[src/rtl/router_pkg.sv]
// Shared router encodings: request directions, input indices and arbiter FSM states,
// plus the round-robin search helpers used by every per-output arbiter.
package router_pkg;

    typedef enum logic [1:0] {
        DIR_NONE  = 2'b00,
        DIR_X     = 2'b01,
        DIR_Y     = 2'b10,
        DIR_LOCAL = 2'b11
    } dir_e;

    localparam logic [1:0] IN_X     = 2'd2;
    localparam logic [1:0] IN_Y     = 2'd1;
    localparam logic [1:0] IN_LOCAL = 2'd0;

    typedef enum logic {
        ST_IDLE = 1'b0,
        ST_BUSY = 1'b1
    } arb_state_e;

    // Search order is X -> Y -> LOCAL -> X, i.e. descending index with wrap.
    function automatic logic [1:0] next_in(input logic [1:0] idx);
        return (idx == IN_LOCAL) ? IN_X : idx - 2'd1;
    endfunction

    function automatic logic [2:0] rr_pick(input logic [2:0] req, input logic [1:0] start);
        logic [2:0] win;
        logic [1:0] idx;
        win = 3'b000;
        idx = start;
        for (int k = 0; k < 3; k++) begin
            if (win == 3'b000 && req[idx]) begin
                win[idx] = 1'b1;
            end
            idx = next_in(idx);
        end
        return win;
    endfunction

    function automatic logic [1:0] onehot_idx(input logic [2:0] oh);
        return oh[IN_X] ? IN_X : (oh[IN_Y] ? IN_Y : IN_LOCAL);
    endfunction

endpackage

[src/rtl/judge_arbiter_if.sv]
// Request/result bundle between the router input ports and the judge arbitration stage.
interface judge_arbiter_if;
    logic       enable;
    logic [1:0] dout_x;
    logic [1:0] dout_y;
    logic [1:0] dout_local;
    logic [2:0] fail;
    logic [2:0] busy;
    logic [2:0] starve;

    modport master (
        output enable, dout_x, dout_y, dout_local,
        input  fail, busy, starve
    );

    modport slave (
        input  enable, dout_x, dout_y, dout_local,
        output fail, busy, starve
    );
endinterface

[src/rtl/judge_port_arb.sv]
// Arbiter for one output direction: IDLE/BUSY packet FSM with owner, round-robin pointer
// and packet counter; returns a combinational one-hot grant for the current requests.
module judge_port_arb
    import router_pkg::*;
#(
    parameter int PKT_LEN = 4
) (
    input  logic       clk,
    input  logic       rst_n,
    input  logic       enable_i,
    input  logic [2:0] req_i,
    input  logic [2:0] starve_i,
    output logic [2:0] grant_o,
    output logic       busy_o
);
    localparam int CNT_W = $clog2(PKT_LEN + 1);

    arb_state_e       state_q, state_d;
    logic [1:0]       owner_q, owner_d;
    logic [1:0]       rr_q, rr_d;
    logic [CNT_W-1:0] cnt_q, cnt_d;
    logic [2:0]       starved_req;
    logic [2:0]       win;

    // Starved requesters take precedence; rr order still breaks ties among them.
    assign starved_req = req_i & starve_i;
    assign win         = rr_pick((starved_req != 3'b000) ? starved_req : req_i, rr_q);

    always_ff @(posedge clk or negedge rst_n) begin
        if (!rst_n) begin
            state_q <= ST_IDLE;
            owner_q <= 2'b00;
            rr_q    <= IN_X;
            cnt_q   <= '0;
        end else if (enable_i) begin
            state_q <= state_d;
            owner_q <= owner_d;
            rr_q    <= rr_d;
            cnt_q   <= cnt_d;
        end
    end

    always_comb begin
        state_d = state_q;
        owner_d = owner_q;
        rr_d    = rr_q;
        cnt_d   = cnt_q;
        case (state_q)
            ST_IDLE: begin
                if (win != 3'b000) begin
                    owner_d = onehot_idx(win);
                    rr_d    = next_in(owner_d);
                    cnt_d   = CNT_W'(PKT_LEN - 1);
                    state_d = (PKT_LEN > 1) ? ST_BUSY : ST_IDLE;
                end
            end
            ST_BUSY: begin
                cnt_d = (cnt_q != '0) ? cnt_q - CNT_W'(1) : '0;
                if (cnt_q == '0 || !req_i[owner_q]) begin
                    state_d = ST_IDLE;
                end
            end
            default: state_d = ST_IDLE;
        endcase
    end

    always_comb begin
        grant_o = 3'b000;
        if (enable_i) begin
            case (state_q)
                ST_IDLE: grant_o = win;
                ST_BUSY: grant_o[owner_q] = req_i[owner_q];
                default: grant_o = 3'b000;
            endcase
        end
    end

    assign busy_o = (state_q == ST_BUSY);

endmodule

[src/rtl/judge_arbiter.sv]
// Router judge stage: decodes per-input direction requests, arbitrates each output, registers
// the per-input fail vector. Optional starvation override built when JUDGE_STARVE_EN is defined.
module judge_arbiter
    import router_pkg::*;
#(
    parameter int PKT_LEN    = 4,
    parameter int STARVE_MAX = 7
) (
    input  logic            clk,
    input  logic            rst_n,
    judge_arbiter_if.slave  bus
);
    logic [1:0] dout_a  [3];
    logic [2:0] req_v   [3];
    logic [2:0] grant_v [3];
    logic [2:0] valid;
    logic [2:0] grant_any;
    logic [2:0] fail_d, fail_q;
    logic [2:0] busy_w;
    logic [2:0] starve_w;

    assign dout_a[IN_X]     = bus.dout_x;
    assign dout_a[IN_Y]     = bus.dout_y;
    assign dout_a[IN_LOCAL] = bus.dout_local;

    genvar gi, gj;
    generate
        for (gi = 0; gi < 3; gi++) begin : g_out
            // Output bit gi serves direction code 3-gi (bit 2 = X, bit 0 = LOCAL).
            localparam logic [1:0] DIR_CODE = 2'(3 - gi);
            for (gj = 0; gj < 3; gj++) begin : g_req
                assign req_v[gi][gj] = (dout_a[gj] == DIR_CODE);
            end
            assign valid[gi] = (dout_a[gi] != DIR_NONE);

            judge_port_arb #(.PKT_LEN(PKT_LEN)) u_arb (
                .clk      (clk),
                .rst_n    (rst_n),
                .enable_i (bus.enable),
                .req_i    (req_v[gi]),
                .starve_i (starve_w),
                .grant_o  (grant_v[gi]),
                .busy_o   (busy_w[gi])
            );
        end
    endgenerate

    assign grant_any = grant_v[0] | grant_v[1] | grant_v[2];
    assign fail_d    = valid & ~grant_any;

    always_ff @(posedge clk or negedge rst_n) begin
        if (!rst_n) begin
            fail_q <= 3'b000;
        end else if (bus.enable) begin
            fail_q <= fail_d;
        end
    end

`ifdef JUDGE_STARVE_EN
    localparam int SW = $clog2(STARVE_MAX + 1);
    generate
        for (gi = 0; gi < 3; gi++) begin : g_starve
            logic [SW-1:0] scnt_q, scnt_d;

            always_comb begin
                scnt_d = scnt_q;
                if (!valid[gi] || grant_any[gi]) begin
                    scnt_d = '0;
                end else if (scnt_q != SW'(STARVE_MAX)) begin
                    scnt_d = scnt_q + SW'(1);
                end
            end

            always_ff @(posedge clk or negedge rst_n) begin
                if (!rst_n) begin
                    scnt_q <= '0;
                end else if (bus.enable) begin
                    scnt_q <= scnt_d;
                end
            end

            assign starve_w[gi] = (scnt_q == SW'(STARVE_MAX));
        end
    endgenerate
`else
    assign starve_w = 3'b000;
`endif

    assign bus.fail   = fail_q;
    assign bus.busy   = busy_w;
    assign bus.starve = starve_w;

endmodule

[src/flat_wrapper.sv]
// flat-port wrapper written by rule: the top's interface ports become plain ports
module judge_arbiter_flat import router_pkg::*;
#(
    parameter int PKT_LEN    = 4,
    parameter int STARVE_MAX = 7
)
  (clk, rst_n, bus_enable, bus_dout_x, bus_dout_y, bus_dout_local, bus_fail, bus_busy, bus_starve);
  judge_arbiter_if bus_i ();
  input  logic clk;
  input  logic rst_n;
  input wire logic [$bits(bus_i.enable)-1:0] bus_enable;
  input wire logic [$bits(bus_i.dout_x)-1:0] bus_dout_x;
  input wire logic [$bits(bus_i.dout_y)-1:0] bus_dout_y;
  input wire logic [$bits(bus_i.dout_local)-1:0] bus_dout_local;
  output wire logic [$bits(bus_i.fail)-1:0] bus_fail;
  output wire logic [$bits(bus_i.busy)-1:0] bus_busy;
  output wire logic [$bits(bus_i.starve)-1:0] bus_starve;
  assign bus_i.enable = bus_enable;
  assign bus_i.dout_x = bus_dout_x;
  assign bus_i.dout_y = bus_dout_y;
  assign bus_i.dout_local = bus_dout_local;
  assign bus_fail = bus_i.fail;
  assign bus_busy = bus_i.busy;
  assign bus_starve = bus_i.starve;
  judge_arbiter #(.PKT_LEN(PKT_LEN), .STARVE_MAX(STARVE_MAX)) u_core (.clk(clk), .rst_n(rst_n), .bus(bus_i));
endmodule
[config.mk]
export PLATFORM = sky130hd
export DESIGN_NAME = judge_arbiter_flat
export DESIGN_NICKNAME = d
export VERILOG_FILES = /design/src/rtl/router_pkg.sv /design/src/rtl/judge_arbiter_if.sv /design/src/rtl/judge_port_arb.sv /design/src/rtl/judge_arbiter.sv /design/src/flat_wrapper.sv
export SDC_FILE = /design/constraint.sdc
export NUM_CORES = 1
export LEC_CHECK = 0
export BUFFER_PORTS_ARGS = -buffer_cell sky130_fd_sc_hd__buf_2
export CAP_MARGIN = 40
export CELL_PAD_IN_SITES_DETAIL_PLACEMENT = 0
export CELL_PAD_IN_SITES_GLOBAL_PLACEMENT = 1
export CORE_MARGIN = 4
export CORE_UTILIZATION = 50
export CTS_CLUSTER_DIAMETER = 80
export DETAILED_ROUTE_END_ITERATION = 16
export PLACE_DENSITY = 0.86
export SKIP_CTS_REPAIR_TIMING = 1
export SYNTH_ARGS = -nofsm -noshare
export SYNTH_HDL_FRONTEND = slang
export SYNTH_SLANG_ARGS = --single-unit
[constraint.sdc]
create_clock -name clk -period 7.4 [get_ports clk]
set_clock_uncertainty 0.1 [all_clocks]
set_input_delay 0 -clock clk [delete_from_list [all_inputs] [get_ports clk]]
set_output_delay 0 -clock clk [all_outputs]
set_load 0.03 [all_outputs]
Word-level counts from Yosys, hierarchy flattened --
Cells that the tools add are included.
Storage, ports and cells: output and inout bits 9, flip-flop bits (word level) 27
Cells by class: add/subtract/negate cells 12, bitwise operators 16, multiplexer cells 96, reduce and logical (&&, ||, !) cells 57, $lt $le $gt $ge 24, eq/ne operators 12
Operators with widths (number):
- $mux 3 | 18
- $lt 2x3->1 const B | 12
- $pmux 3 s2 | 6
- $mux 1 | 33
- $logic_not 3->1 | 9
- $bmux 1 s2 | 12
- $demux 1 s2 | 12
- $ge 2x1->1 const B | 12
- $mux 2 | 12
- $or 3x3->3 | 8
- $logic_and 1x1->1 | 18
- $logic_not 2->1 | 9
- $reduce_bool 3->1 | 6
- $sub 2x1->2 const B | 9
- $and 3x3->3 | 4
- $eq 2x2->1 const B | 6
- $reduce_and 3->1 | 3
- $sub 3x1->3 const B | 3
- $eq 2x1->1 const B | 3
- $ne 2x2->1 const B | 3
- $pmux 1 s2 | 3
- $reduce_and 2->1 | 3
- $reduce_bool 2->1 | 3
- $logic_not 1->1 | 3
- other kinds (3) | 7

Logic depth before layout (Yosys ltp) --
Gate-level depths: netlist of run 1.
depth after elaboration 17, gate-level depth with buffers 9

Hierarchy --
Synthesis of run 1 repeated with hierarchy kept, for this count alone.
Unflattened totals: cell total of the unflattened synthesis 320, area, all modules 2680.1 um^2
By module, submodules not included:
- judge_port_arb (u_core.g_out[2].u_arb) | cells each 102, instances 1, area each 870.8 um^2
- judge_port_arb (u_core.g_out[0].u_arb) | cells each 99, instances 1, area each 810.8 um^2
- judge_port_arb (u_core.g_out[1].u_arb) | cells each 91, instances 1, area each 769.5 um^2
- judge_arbiter | cells each 28, instances 1, area each 229.0 um^2

Least setup slack after synthesis of run 1 --
Ideal clock, no wire load.
path type flip-flop to flip-flop, from register u_core.g_out[2].u_arb.rr_q[1], to register u_core.g_out[2].u_arb.cnt_q[2], path slack 4706 ps, stages on the path, launching flop included 9, buffers on the path 0, arrival time 2471 ps, path through dfstp_2 > inv_1 > ha_1 > or4b_2 > nand3_1 > a21o_1 > o22ai_1 > and3_1 > o221a_2
On the way: cells in the longest elaborated chain, start to end 14, elaborated cells between the ends (all ways) 39, classes of those cells 2 x add/sub; 6 x order compare; 1 x eq/ne; 17 x mux; 2 x bitwise; 11 x reduce/logical
RTL lines:
- from (decl) | RTL line judge_port_arb.sv:20 | logic [1:0] rr_q, rr_d;
- from (signal assigned) | RTL line judge_port_arb.sv:38 | rr_q <= rr_d;
- branches (longest 10 deep; another with $lt 2x3->1)
- $mux 3 (*) | RTL line router_pkg.sv:32 | if (win == 3'b000 && req[idx]) begin
- $reduce_bool 3->1 (*) | RTL line judge_port_arb.sv:50 | if (win != 3'b000) begin
- $ne 2x2->1 (no source line) (*)
- $reduce_and 2->1 (no source line) (*)
- to (signal assigned) | RTL line judge_port_arb.sv:39 | cnt_q <= cnt_d;
- to (decl) | RTL line judge_port_arb.sv:21 | logic [CNT_W-1:0] cnt_q, cnt_d;
Every way passes the cells marked *. The select of a mux whose other input is x is not followed. A chain may end at the register's enable or synchronous reset.

Worst setup path after layout of run 1 --
Same ends and word-level chain as after synthesis.

==> reports/metrics.csv, run 1 <==
metric,value,unit
run status,"finished, final reports clean",
CP max FO,6,
Clock Path Buffers,2,
VDD IR-drop max,0.171,mV
cell type with the largest total area after synthesis,dfrtp_1,
Synth-to-Final Area Change,4.66,%
"Seq/Total Area, Yosys",0.272,
P_leak,0.00110,uW
row count,25,
crit share post-route,0.389,
IO Port Bufs,14,
Die Footprint,6190,sq um
power per cell area,400,nW/um^2
CP startpoint kind,flip-flop,
Final Power,1050,uW
detailed-route wire length,6120,um
Sw Pwr,531,uW
transition time of the tightest slew-check pin,666,ps
Post-Synth XOR/XNOR Area,0,
post-synthesis mux area share,0.00801,
Highest Clock Rate,347,MHz
largest net degree at the start of global routing,28,
TNS Setup,0,ps
DRC,0,
Clock H-tree levels,1,
clock share of power,0.084,
Initial Util,0.522,
Ys Warns,0,
Seq cells post-synth,27,
critical path class,reg2reg,
Mapped Area,2500,sq um
layout cells sized above 1,0.115,
io pins,18,
Final min period,2880,ps
crit end category,flip-flop,
Max Slew Vio Count,0,
mean post-synth cell area,8.27,sq um
gp weighted congestion,0.862,
Post-synth ARST share,1.00,
total gr overflow,0,
Nets,329,
Overall Global Routing Usage,0.204,
Root Driver,clkbuf_8,
adder-cell share of the synthesized area,0.0751,
DR vias,2326,
final hold violation count,0,
die width,78.7,um
final setup fails,0,
Ant. Diodes,0,
CTS Sinks,27,
hold crit path type,in2reg,
Synth Area in Simple Gates,0.286,
Max Cap Viol,0,
clock transition at the registers of the reported paths,100,ps
Comb pwr share,0.622,
Worst EP required,7480,ps
cts bufs inserted,3,
synth top area cells,"dfrtp_1, ha_1, a21oi_1, o21ai_0, dfstp_2",
Clock Latency Late Sink,280,ps
Routed Antenna Nets,0,
"EDFF count, synth",0,
1st-pass router iterations,4,
Detail Placement HPWL,4420,um
placed cell count,366,
setup repair after global routing missed its margin,no,
vias in the first global route,2070,
Slew headroom,0.555,
Core Area,4790,sq um
main combinational cell family by area after synthesis,compound AO/OA/AOI/OAI gates,
first-pass GRT wire length,10400,um
DRT iter0 DRCs,182,
top-area cell type share of the netlist area,0.240,
initial antenna violation count,0,
mean routed wirelength per cell,16.5,um
"non-filler cells, final",371,
Internal,515,uW
switching share of power,0.507,
CTS tree,built,
Synth Flop Type,dfrtp_1,
Yosys cell types,67,
vias per inst,6.27,
Die Ht,78.7,um
Compound-Gate Fraction of Synth Area,0.287,
Critical Path AT,2960,ps
part of the power in registers,0.294,
Post-Synthesis Cells,302,
## state kept, by name (all words and copies together), names as in the netlist
register                    flops
u_core.g_out.u_arb.rr_q         6
u_core.g_out.u_arb.owner_q      6
u_core.bus.fail                 3
u_core.g_out.u_arb.cnt_q        9
u_core.g_out.u_arb.busy_o       3
## path summary, 6_finish.rpt
path                                          startpoint                               end  slack [ps]  depth (start not counted)
hold reg to reg                       u_core.bus.fail[0]                u_core.bus.fail[0]         440                          2
max in group asynchronous                          rst_n    u_core.g_out[1].u_arb.cnt_q[0]        6620                          2
hold / removal                                bus_enable      u_core.g_out[2].u_arb.busy_o          80                          4
setup reg to reg           u_core.g_out[2].u_arb.rr_q[1]    u_core.g_out[2].u_arb.cnt_q[2]        4520                          7
setup / recovery           u_core.g_out[2].u_arb.rr_q[1]    u_core.g_out[2].u_arb.cnt_q[2]        4520                          7
min in group asynchronous                          rst_n  u_core.g_out[1].u_arb.owner_q[1]         160                          2
## critical path, cell delays in order, from the launching register on
cell     delay [ps]
dfstp_2         600
inv_1           100
ha_1            360
or4b_2          760
nor3_1          160
o32ai_1         180
and3_1          240
o221a_2         290
## cells by family after synthesis
| logic type | after synthesis |
|---|---|
| simple gates | 115 |
| flops | 27 |
| buf+inv | 38 |
| other cells | 1 |
| mux | 2 |
| fa+ha+maj | 15 |
| compound gates | 104 |
## synth_stat cells, drive strengths merged, types with 5 or more instances
| library cell | instances |
|---|---|
| a21oi | 22 |
| a21o | 5 |
| nor3b | 6 |
| or3 | 5 |
| o21ai | 20 |
| nand2 | 20 |
| o221a | 5 |
| nor2 | 16 |
| buf | 14 |
| inv | 19 |
| nor3 | 8 |
| o22ai | 11 |
| ha | 15 |
| clkbuf | 5 |
| nand2b | 9 |
| nor4b | 5 |
| nand3 | 10 |
| dfrtp | 24 |
## through the flow
step                utilization  hold WS (ps)  instance area, sq um  setup WS [ps]
floorplan                     -          -396                  2510           4710
global placement          0.534         -49.2                  2560           4610
detailed placement        0.534         -51.2                  2560           4540
CTS                       0.544          -356                  2610           4530
global route              0.546           117                  2620           4320
finish                    0.546          76.0                  2620           4520
## layout make-up
class                   instances  area, sq um
clock buffers                   3         41.3
clock inverters                 1         7.51
fillers                       463         2170
inverters                      19         71.3
multi-input cells             239         1650
flip-flops and latches         27          679
well taps                      67         83.8
repair buffers                 15         80.1
## layout by cell type (no fill, tap or decap), types with 4 or more instances in the layout
cell       count
nor3_1         8
nor3b_1        4
nand4bb_1      4
a31oi_1        4
a21oi_1       22
nand2b_1       9
nor2_1        16
buf_2         14
a21o_1         5
o22ai_1       11
or3_1          5
dfrtp_1       24
o221a_2        4
nand3b_1       4
nand2_1       20
nand4_1        4
o211ai_1       4
ha_1          15
nand4b_1       4
nor4b_1        4
nand3_1       10
inv_1         19
o21ai_0       19
## metal layers
| layer | vias to the layer above | global-route usage | routed length, um |
|---|---|---|---|
| met4 | 0 | 0.0420 | 63 |
| met5 | - | 0 | 0 |
| met3 | 8 | 0.0238 | 299 |
| li1 | 1150 | - | - |
| met1 | 1102 | 0.311 | 3010 |
| met2 | 66 | 0.310 | 2740 |
## power by group through the flow
stage / Sequential, uW / Clock (uW) / Combinational (uW)
after floorplan: 293 / 0 / 521
after global placement: 307 / 0 / 644
after detailed placement: 309 / 0 / 642
after CTS: 306 / 89.5 / 647
after global routing: 321 / 95.6 / 728
final: 308 / 87.4 / 650
Note: power is estimated with default switching activity, not from simulation.
==> inputs of run 2 (changes only) <==
--- a/config.mk
+++ b/config.mk
@@ -10,10 +10,10 @@
 export CELL_PAD_IN_SITES_DETAIL_PLACEMENT = 0
 export CELL_PAD_IN_SITES_GLOBAL_PLACEMENT = 1
 export CORE_MARGIN = 4
-export CORE_UTILIZATION = 50
+export CORE_UTILIZATION = 42
 export CTS_CLUSTER_DIAMETER = 80
 export DETAILED_ROUTE_END_ITERATION = 16
-export PLACE_DENSITY = 0.86
+export PLACE_DENSITY = 0.77
 export SKIP_CTS_REPAIR_TIMING = 1
 export SYNTH_ARGS = -nofsm -noshare
 export SYNTH_HDL_FRONTEND = slang
==> constraint.sdc (replaced) <==
create_clock -name clk -period 2.4 [get_ports clk]
set_clock_uncertainty 0.1 [all_clocks]
set_input_delay 0 -clock clk [delete_from_list [all_inputs] [get_ports clk]]
set_output_delay 0 -clock clk [all_outputs]
set_load 0.03 [all_outputs]
==> reports/metrics.csv, run 2 (synthesized netlist as in run 1, its figures left out) <==
metric,value,unit
most frequent cells in the layout,"buf_4, dfrtp_1, a21oi_1, nand2_1, o21ai_0",
initial antenna violation count,0,
hold_sp,bus_enable,
setup repair after global routing missed its margin,yes,
placed cell count,400,
hold crit path type,in2reg,
Setup crit start,u_core.g_out[2].u_arb.rr_q[1],
DR vias,2451,
final setup fails,0,
Highest Clock Rate,417,MHz
CP max FO,6,
DRT iter0 DRCs,128,
Core Area,5640,sq um
Min-Delay Endpoint,u_core.bus.fail[1],
Clock H-tree levels,1,
gp weighted congestion,0.871,
critical path class,reg2reg,
io pins,18,
Clock Path Buffers,2,
cts bufs inserted,3,
clock transition at the registers of the reported paths,110,ps
Synth-to-Final Area Change,22.6,%
Area after DPL,2830,sq um
"Most flops, register",u_core.g_out.u_arb.cnt_q,
transition time of the tightest slew-check pin,624,ps
DRC,0,
Max Cap Viol,0,
IO Port Bufs,14,
Root Driver,clkbuf_8,
Nets,363,
crit share post-route,0.999,
CP startpoint kind,flip-flop,
CTS tree,built,
power per cell area,1290,nW/um^2
"non-filler cells, final",410,
largest net degree at the start of global routing,28,
mean routed wirelength per cell,16.4,um
Max Slew Vio Count,0,
total gr overflow,0,
CTS Sinks,27,
Overall Global Routing Usage,0.183,
detailed-route wire length,6720,um
Initial Util,0.443,
run status,"finished, final reports clean",
"leading cell type in the layout, fill and taps excluded",buf_4,
TNS Setup,0,ps
Ant. Diodes,0,
vias in the first global route,2277,
internal reg-to-reg setup slack,2,ps
Worst EP required,2470,ps
Clock Latency Late Sink,280,ps
die width,85.1,um
crit end category,flip-flop,
Critical Path AT,2470,ps
Die Ht,85.1,um
cells on worst reg2reg path,8,
P_leak,0.00130,uW
Detail Placement HPWL,4910,um
Die Footprint,7250,sq um
1st-pass router iterations,4,
Worst Hold Depth,2,
Final min period,2400,ps
vias per inst,5.98,
layout cells sized above 1,0.290,
reg-to-reg endpoint,u_core.g_out[2].u_arb.cnt_q[2],
top flop regs,"u_core.g_out.u_arb.cnt_q x9, u_core.g_out.u_arb.owner_q x6, u_core.g_out.u_arb.rr_q x6",
row count,27,
VDD IR-drop max,0.787,mV
Worst R2R Start,u_core.g_out[2].u_arb.rr_q[1],
first-pass GRT wire length,11000,um
Slew headroom,0.584,
final hold violation count,0,
final instance area,3060,sq um
Routed Antenna Nets,0,
max reg flops,9,
run 2: worst max-delay path, stage by stage, from the launching register on:
cell and delay, ps:
dfstp_2 560, inv_4 50, ha_4 240, or4b_4 530
nand3_2 80, a21o_1 170, o22ai_2 100, and3_4 190
o221a_4 270
run 2: power breakdown:
group | switching [uW] | internal [uW] | leakage, uW | total [uW]
logic | 1460 | 1320 | 0.000956 | 2780
clock network | 159 | 118 | 0.0000217 | 278
registers | 239 | 668 | 0.000321 | 907
run 2: worst max path at each step:
| stage | to | depth (start not counted) |
|---|---|---|
| 3_5_place_dp | u_core.g_out[0].u_arb.cnt_q[2] | 8 |
| 2_1_floorplan | u_core.g_out[1].u_arb.cnt_q[1] | 9 |
| 5_1_grt | u_core.g_out[2].u_arb.cnt_q[2] | 8 |
| 3_3_place_gp | u_core.g_out[0].u_arb.cnt_q[2] | 8 |
| 6_report | u_core.g_out[2].u_arb.cnt_q[2] | 8 |
| 4_1_cts | u_core.g_out[0].u_arb.cnt_q[2] | 8 |
run 2: routing by layer:
layer  share of wire  GRT usage  up-vias
li1                -          -     1214
met1            0.47      0.256     1176
met2            0.48      0.299       53
met3           0.037     0.0291        8
met4           0.010     0.0360        0
met5               0          0        -
run 2: layout make-up:
type / count / area, sq um
Tap cell: 72 / 90.1
Clock buffer: 3 / 41.3
Timing Repair Buffer: 49 / 348
Inverter: 19 / 73.8
Sequential cell: 27 / 679
Fill cell: 534 / 2580
Multi-Input combinational cell: 239 / 1820
Clock inverter: 1 / 7.51
run 2: metrics by stage:
step	hold slack (ps)	setup WS, ps	util	power (uW)
2_1_floorplan	-396	1.59	-	2600
3_3_place_gp	-43.2	-15.8	0.501	3350
3_5_place_dp	-43.1	-72.2	0.501	3380
4_1_cts	-363	-91.1	0.510	3670
5_1_grt	57.5	-66.5	0.543	4310
6_report	51.7	2.02	0.543	3960
